### src/rtl/fifo_pkg.sv
// Shared definitions for the ASYNC_FIFO read-side blocks: state encodings,
// default widths shared with the FIFO, and counter sizing.
package fifo_pkg;

   localparam int DEF_DATA_WIDTH    = 8;
   localparam int DEF_ADDRESS_WIDTH = 4;

   typedef enum logic {
      COLLECT = 1'b0,
      HOLD    = 1'b1
   } rd_state_t;

   // Bits needed to represent every value in 0..n inclusive.
   function automatic int lane_idx_width(input int n);
      return (n < 1) ? 1 : $clog2(n + 1);
   endfunction

endpackage

### src/rtl/rd_idle_timer.sv
// Saturating idle counter. The timeout output is high while the count sits one
// below LIMIT, so the owner can act on the LIMIT-th idle cycle.
module rd_idle_timer
   import fifo_pkg::*;
#(
   parameter int LIMIT = 16,
   parameter int CW    = lane_idx_width(LIMIT)
) (
   input  logic CLK,
   input  logic RST,
   input  logic clr,
   input  logic en,
   output logic timeout
);

   logic [CW-1:0] idle_cnt;

   always_ff @(posedge CLK or negedge RST) begin
      if (!RST) begin
         idle_cnt <= '0;
      end else if (clr) begin
         idle_cnt <= '0;
      end else if (en && (idle_cnt != CW'(LIMIT))) begin
         idle_cnt <= idle_cnt + CW'(1);
      end
   end

   assign timeout = (idle_cnt == CW'(LIMIT - 1));

endmodule

### src/rtl/fifo_rd_packer.sv
// Read-side consumer for ASYNC_FIFO: pops show-ahead entries and packs
// PACK_RATIO of them into one valid/ready output word, flushing partial words.
module fifo_rd_packer
   import fifo_pkg::*;
#(
   parameter int DATA_WIDTH     = DEF_DATA_WIDTH,
   parameter int PACK_RATIO     = 4,
   parameter int TIMEOUT_CYCLES = 16
) (
   input  logic                             CLK,
   input  logic                             RST,
   input  logic                             EMPTY,
   input  logic [DATA_WIDTH-1:0]            Rd_data,
   output logic                             R_INC,
   input  logic                             FLUSH,
   output logic [DATA_WIDTH*PACK_RATIO-1:0] OUT_DATA,
   output logic [PACK_RATIO-1:0]            OUT_BE,
   output logic                             OUT_VALID,
   input  logic                             OUT_READY,
   output rd_state_t                        dbg_state
);

   localparam int CW = lane_idx_width(PACK_RATIO);

   // Output handshake: a word transfers on a CLK edge where OUT_VALID and
   // OUT_READY are both high; OUT_VALID never drops and OUT_DATA/OUT_BE never
   // change until that transfer happens.

   rd_state_t                             state;
   rd_state_t                             state_nxt;
   logic [CW-1:0]                         count;
   logic [PACK_RATIO-1:0][DATA_WIDTH-1:0] lanes;
   logic                                  pop;
   logic                                  accept;
   logic                                  has_data;
   logic                                  last_lane;
   logic                                  timeout;
   logic                                  flush_trig;
   logic                                  go_hold;
   logic                                  idle_clr;
   logic                                  idle_en;

   // Popping only in COLLECT guarantees no entry is taken while a word waits.
   assign pop        = RST & ~EMPTY & (state == COLLECT);
   assign R_INC      = pop;
   assign OUT_VALID  = (state == HOLD);
   assign accept     = OUT_VALID & OUT_READY;
   assign has_data   = (count != '0);
   assign last_lane  = (count == CW'(PACK_RATIO - 1));
   assign flush_trig = FLUSH | (timeout & has_data);
   assign OUT_DATA   = lanes;
   assign dbg_state  = state;

   always_ff @(posedge CLK or negedge RST) begin
      if (!RST) begin
         state <= COLLECT;
      end else begin
         state <= state_nxt;
      end
   end

   always_comb begin
      state_nxt = state;
      go_hold   = 1'b0;
      case (state)
         COLLECT: begin
            if ((pop && last_lane) || (flush_trig && (has_data || pop))) begin
               state_nxt = HOLD;
               go_hold   = 1'b1;
            end
         end
         HOLD: begin
            if (accept) begin
               state_nxt = COLLECT;
            end
         end
         default: state_nxt = COLLECT;
      endcase
   end

   always_ff @(posedge CLK or negedge RST) begin
      if (!RST) begin
         count  <= '0;
         lanes  <= '0;
         OUT_BE <= '0;
      end else if (accept) begin
         count  <= '0;
         lanes  <= '0;
         OUT_BE <= '0;
      end else if (pop) begin
         for (int i = 0; i < PACK_RATIO; i++) begin
            if (count == CW'(i)) begin
               lanes[i]  <= Rd_data;
               OUT_BE[i] <= 1'b1;
            end
         end
         count <= count + CW'(1);
      end
   end

   // Idle time only accumulates while a partial word is waiting for more data.
   assign idle_clr = pop | ~has_data | go_hold;
   assign idle_en  = (state == COLLECT) & has_data & ~pop;

   rd_idle_timer #(
      .LIMIT (TIMEOUT_CYCLES)
   ) u_idle_timer (
      .CLK     (CLK),
      .RST     (RST),
      .clr     (idle_clr),
      .en      (idle_en),
      .timeout (timeout)
   );

endmodule

### config.mk
export PLATFORM = sky130hd
export DESIGN_NAME = fifo_rd_packer
export DESIGN_NICKNAME = d
export VERILOG_FILES = /design/src/rtl/fifo_pkg.sv /design/src/rtl/rd_idle_timer.sv /design/src/rtl/fifo_rd_packer.sv
export SDC_FILE = /design/constraint.sdc
export NUM_CORES = 1
export LEC_CHECK = 0
export ABC_AREA = 1
export CORE_ASPECT_RATIO = 1.1
export CORE_MARGIN = 1
export CORE_UTILIZATION = 42
export DETAILED_ROUTE_END_ITERATION = 8
export DONT_BUFFER_PORTS = 1
export MAX_ROUTING_LAYER = met4
export PLACE_DENSITY = 0.69
export SYNTH_ARGS = -nofsm -noshare
export SYNTH_HDL_FRONTEND = slang
export SYNTH_HIERARCHICAL = 1
export SYNTH_SLANG_ARGS = --single-unit
export TNS_END_PERCENT = 30
### constraint.sdc
create_clock -name CLK -period 1.5 [get_ports CLK]
set_input_delay 0.15 -clock CLK [delete_from_list [all_inputs] [get_ports CLK]]
set_output_delay 0.15 -clock CLK [all_outputs]
set_load 0.01 [all_outputs]
==> metrics.md <==
| Metric | Value |
|---|---|
| Placement Setup Slack | `-34.6 ps` |
| Worst clock skew | `6.12 ps` |
| Layout Nets | `296` |
| DIE WIDTH | `70.4 microns` |
| H-tree levels | `2` |
| Clk buf depth | `2` |
| FF-to-FF path depth | `11` |
| Final Cycle Share | `99.3%` |
| Area growth syn-to-layout | `16.0%` |
| Final wirelength | `4970 microns` |
| Drt via density | `5.12` |
| Crit path launch type | `flop` |
| Reg2reg end | `u_idle_timer/idle_cnt[0]` |
| Starting density of the core | `43.5%` |
| Vias | `1711` |
| P per Cell Area | `1720 mW/mm^2` |
| Yosys reg bits | `45` |
| Sequential share of the synthesized area | `52.1%` |
| Antenna violations before repair | `0` |
| Die Y | `77.2 microns` |
| Max-slew violation count | `0` |
| Post-Syn Area | `0.00216 sq mm` |
| Gr usage total | `20.0%` |
| WL/cell | `14.9 microns` |
| RSZ-0062 raised after global routing | `true` |
| Status | `complete, no violations` |
| Synth unique cells | `21` |
| # IOs | `52` |
| DRT antenna net count | `0` |
| Maximum VDD drop | `852 uV` |
| CP Class | `reg -> reg` |
| Hold crit path type | `in -> reg` |
| Die area | `0.00544 sq mm` |
| Number of buffers added on ports | `0` |
| Worst-margin pin slew | `410 ps` |
| Dpl hpwl | `3420 microns` |
| Net Count, Synth | `276` |
| CTS Buf Count | `5` |
| Largest net degree at the start of global routing | `46` |
| Syn. warnings | `6` |
| Syn Inst Count | `255` |
| Slew headroom | `72.6%` |
| Gpl congestion | `0.777` |
| First-pass GRT wire length | `8140 microns` |
| Leakage | `1.39 nW` |
| CP endpoint kind | `flop` |
| # setup viols final | `0` |
| Design area | `0.00251 sq mm` |
| Fin util | `50.5%` |
| First-pass DRT Iterations | `4` |
| Syn Area/Cell | `8.47 sq um` |
| Reg-to-Reg Start | `u_idle_timer/idle_cnt[1]` |
| Worst-path clk slew | `80 ps` |
| Global route total overflow | `0` |
| Max-Cap Viols | `0` |
| CP arrival | `1690 ps` |
| Hold EP | `OUT_VALID` |
| CTS tree | `done` |
| Hold violation count in the final report | `0` |
| Placed Area | `0.00229 sq mm` |
| Hold Crit Depth | `2` |
| Clock insertion delay at the later pin of the skew report | `300 ps` |
| Vias in the first global route | `1690` |
| Worst R2R Setup Slack | `10 ps` |
| Drt drc | `0` |
| Clk root buf | `clkbuf_8` |
| DRT iter0 DRCs | `77` |
| Largest area contributor in the netlist | `dfrtp_1` |
| Fmax | `0.671 GHz` |
| # diodes | `0` |
| Post-layout min period | `1490 ps` |
| Total core area | `0.00497 sq mm` |
| Yosys top cell area share | `52.1%` |
| Req. time, crit path | `1700 ps` |
| Final setup margin | `10.1 ps` |
| Hold Path Origin | `FLUSH` |
| Count of clock tree sinks | `45` |
| Cell row count | `27` |
| Crit-path max FO | `8` |
| Dominant cells by area after synthesis | `dfrtp_1, nand2_1, nand3_1` |
| Share of layout cells above drive strength 1 | `20.3%` |
[how the worst max path moves through the flow]
stage,startpoint,endpoint,cells past startpoint
finish,u_idle_timer/idle_cnt[1],u_idle_timer/idle_cnt[0],11
global route,u_idle_timer/idle_cnt[1],u_idle_timer/idle_cnt[1],11
CTS,u_idle_timer/idle_cnt[1],u_idle_timer/idle_cnt[0],11
detailed placement,u_idle_timer/idle_cnt[1],u_idle_timer/idle_cnt[0],11
global placement,count[0],u_idle_timer/idle_cnt[2],10
floorplan,u_idle_timer/idle_cnt[0],u_idle_timer/idle_cnt[3],12
[cell families (layout without fill, tap and decap cells)]
| logic type | Yosys count | in the layout | synth area share [%] |
|---|---|---|---|
| and+or+nand+nor | 162 | 162 | 34.5 |
| adders and majority gates | 8 | 8 | 4.63 |
| AOI/OAI and AO/OA | 7 | 7 | 1.68 |
| xor gates and xnor gates | 1 | 1 | 0.405 |
| DFF | 45 | 45 | 52.1 |
| buffers and inverters | 32 | 53 | 6.66 |
[synth_stat cells (all sizes together)]
| library cell | count |
|---|---|
| inv | 26 |
| nand3 | 42 |
| buf | 5 |
| ha | 8 |
| xor2 | 1 |
| nand2 | 98 |
| clkinv | 1 |
| dfrtp | 45 |
| o22ai | 1 |
| o21ai | 6 |
| nand4 | 4 |
| nor2 | 18 |
[area by class of cell]
class                           count  area [sq um]
Fill cell                         494          2460
Sequential cell                    45          1130
Multi-Input combinational cell    178           916
Timing Repair Buffer               18           161
Inverter                           27           109
Clock buffer                        6          82.6
Tap cell                           58          72.6
Clock inverter                      2          37.5
[layer usage]
metal	global-route usage (%)	share of wire [%]
met4	7.80	1.7
met3	6.04	6.3
met5	-	0
met1	24.1	43
met2	31.2	49
[timing repair]
| action | CTS | global route |
|---|---|---|
| setup buffers | 0 | 3 |
| resized for setup | 4 | 10 |
| endpoints found under the hold margin | 45 | 0 |
| pin swaps | 0 | 11 |
| hold buffers | 2 | 0 |
| setup endpoints to repair | 4 | 6 |
[state kept, by name, indices dropped and copies added, names as in the netlist]
signal                 count
count                      3
OUT_BE                     4
u_idle_timer/idle_cnt      5
OUT_DATA                  32
OUT_VALID                  1
[worst max-delay path, stage by stage (launching register included)]
cell      delay (ps)
dfrtp_1          360
ha_2             190
nand2_1           60
nor2_1           120
ha_2             180
inv_2             30
nand2_2           70
nand2_2           60
nand2_4           80
clkinv_4          80
nand4_1           90
nand2_1           60
[stage by stage]
stage,total power [W],hold WS (ps),instances,setup TNS [ps]
after floorplan,0.00282,-146,255,0
after global placement,0.00320,-144,321,0
after detailed placement,0.00323,-144,321,-91.9
after CTS,0.00426,14.1,331,0
after global routing,0.00458,35.8,334,-423
final,0.00431,19.9,334,0
[cell usage in the layout (no fill, tap or decap), types with 6 or more instances in the layout]
cell / instances
nand2_4: 6
clkbuf_8: 6
inv_2: 6
dfrtp_1: 44
buf_4: 15
ha_1: 6
nand3_1: 40
inv_1: 19
nor2_1: 12
nand2_2: 6
o21ai_0: 6
nand2_1: 86
[where the power goes]
group          switching (W)  leakage [nW]  internal, W
registers           0.000418         0.614      0.00156
logic               0.000874         0.714     0.000483
clock network       0.000435        0.0574     0.000542
No activity file was read; power rests on OpenSTA's default activity.
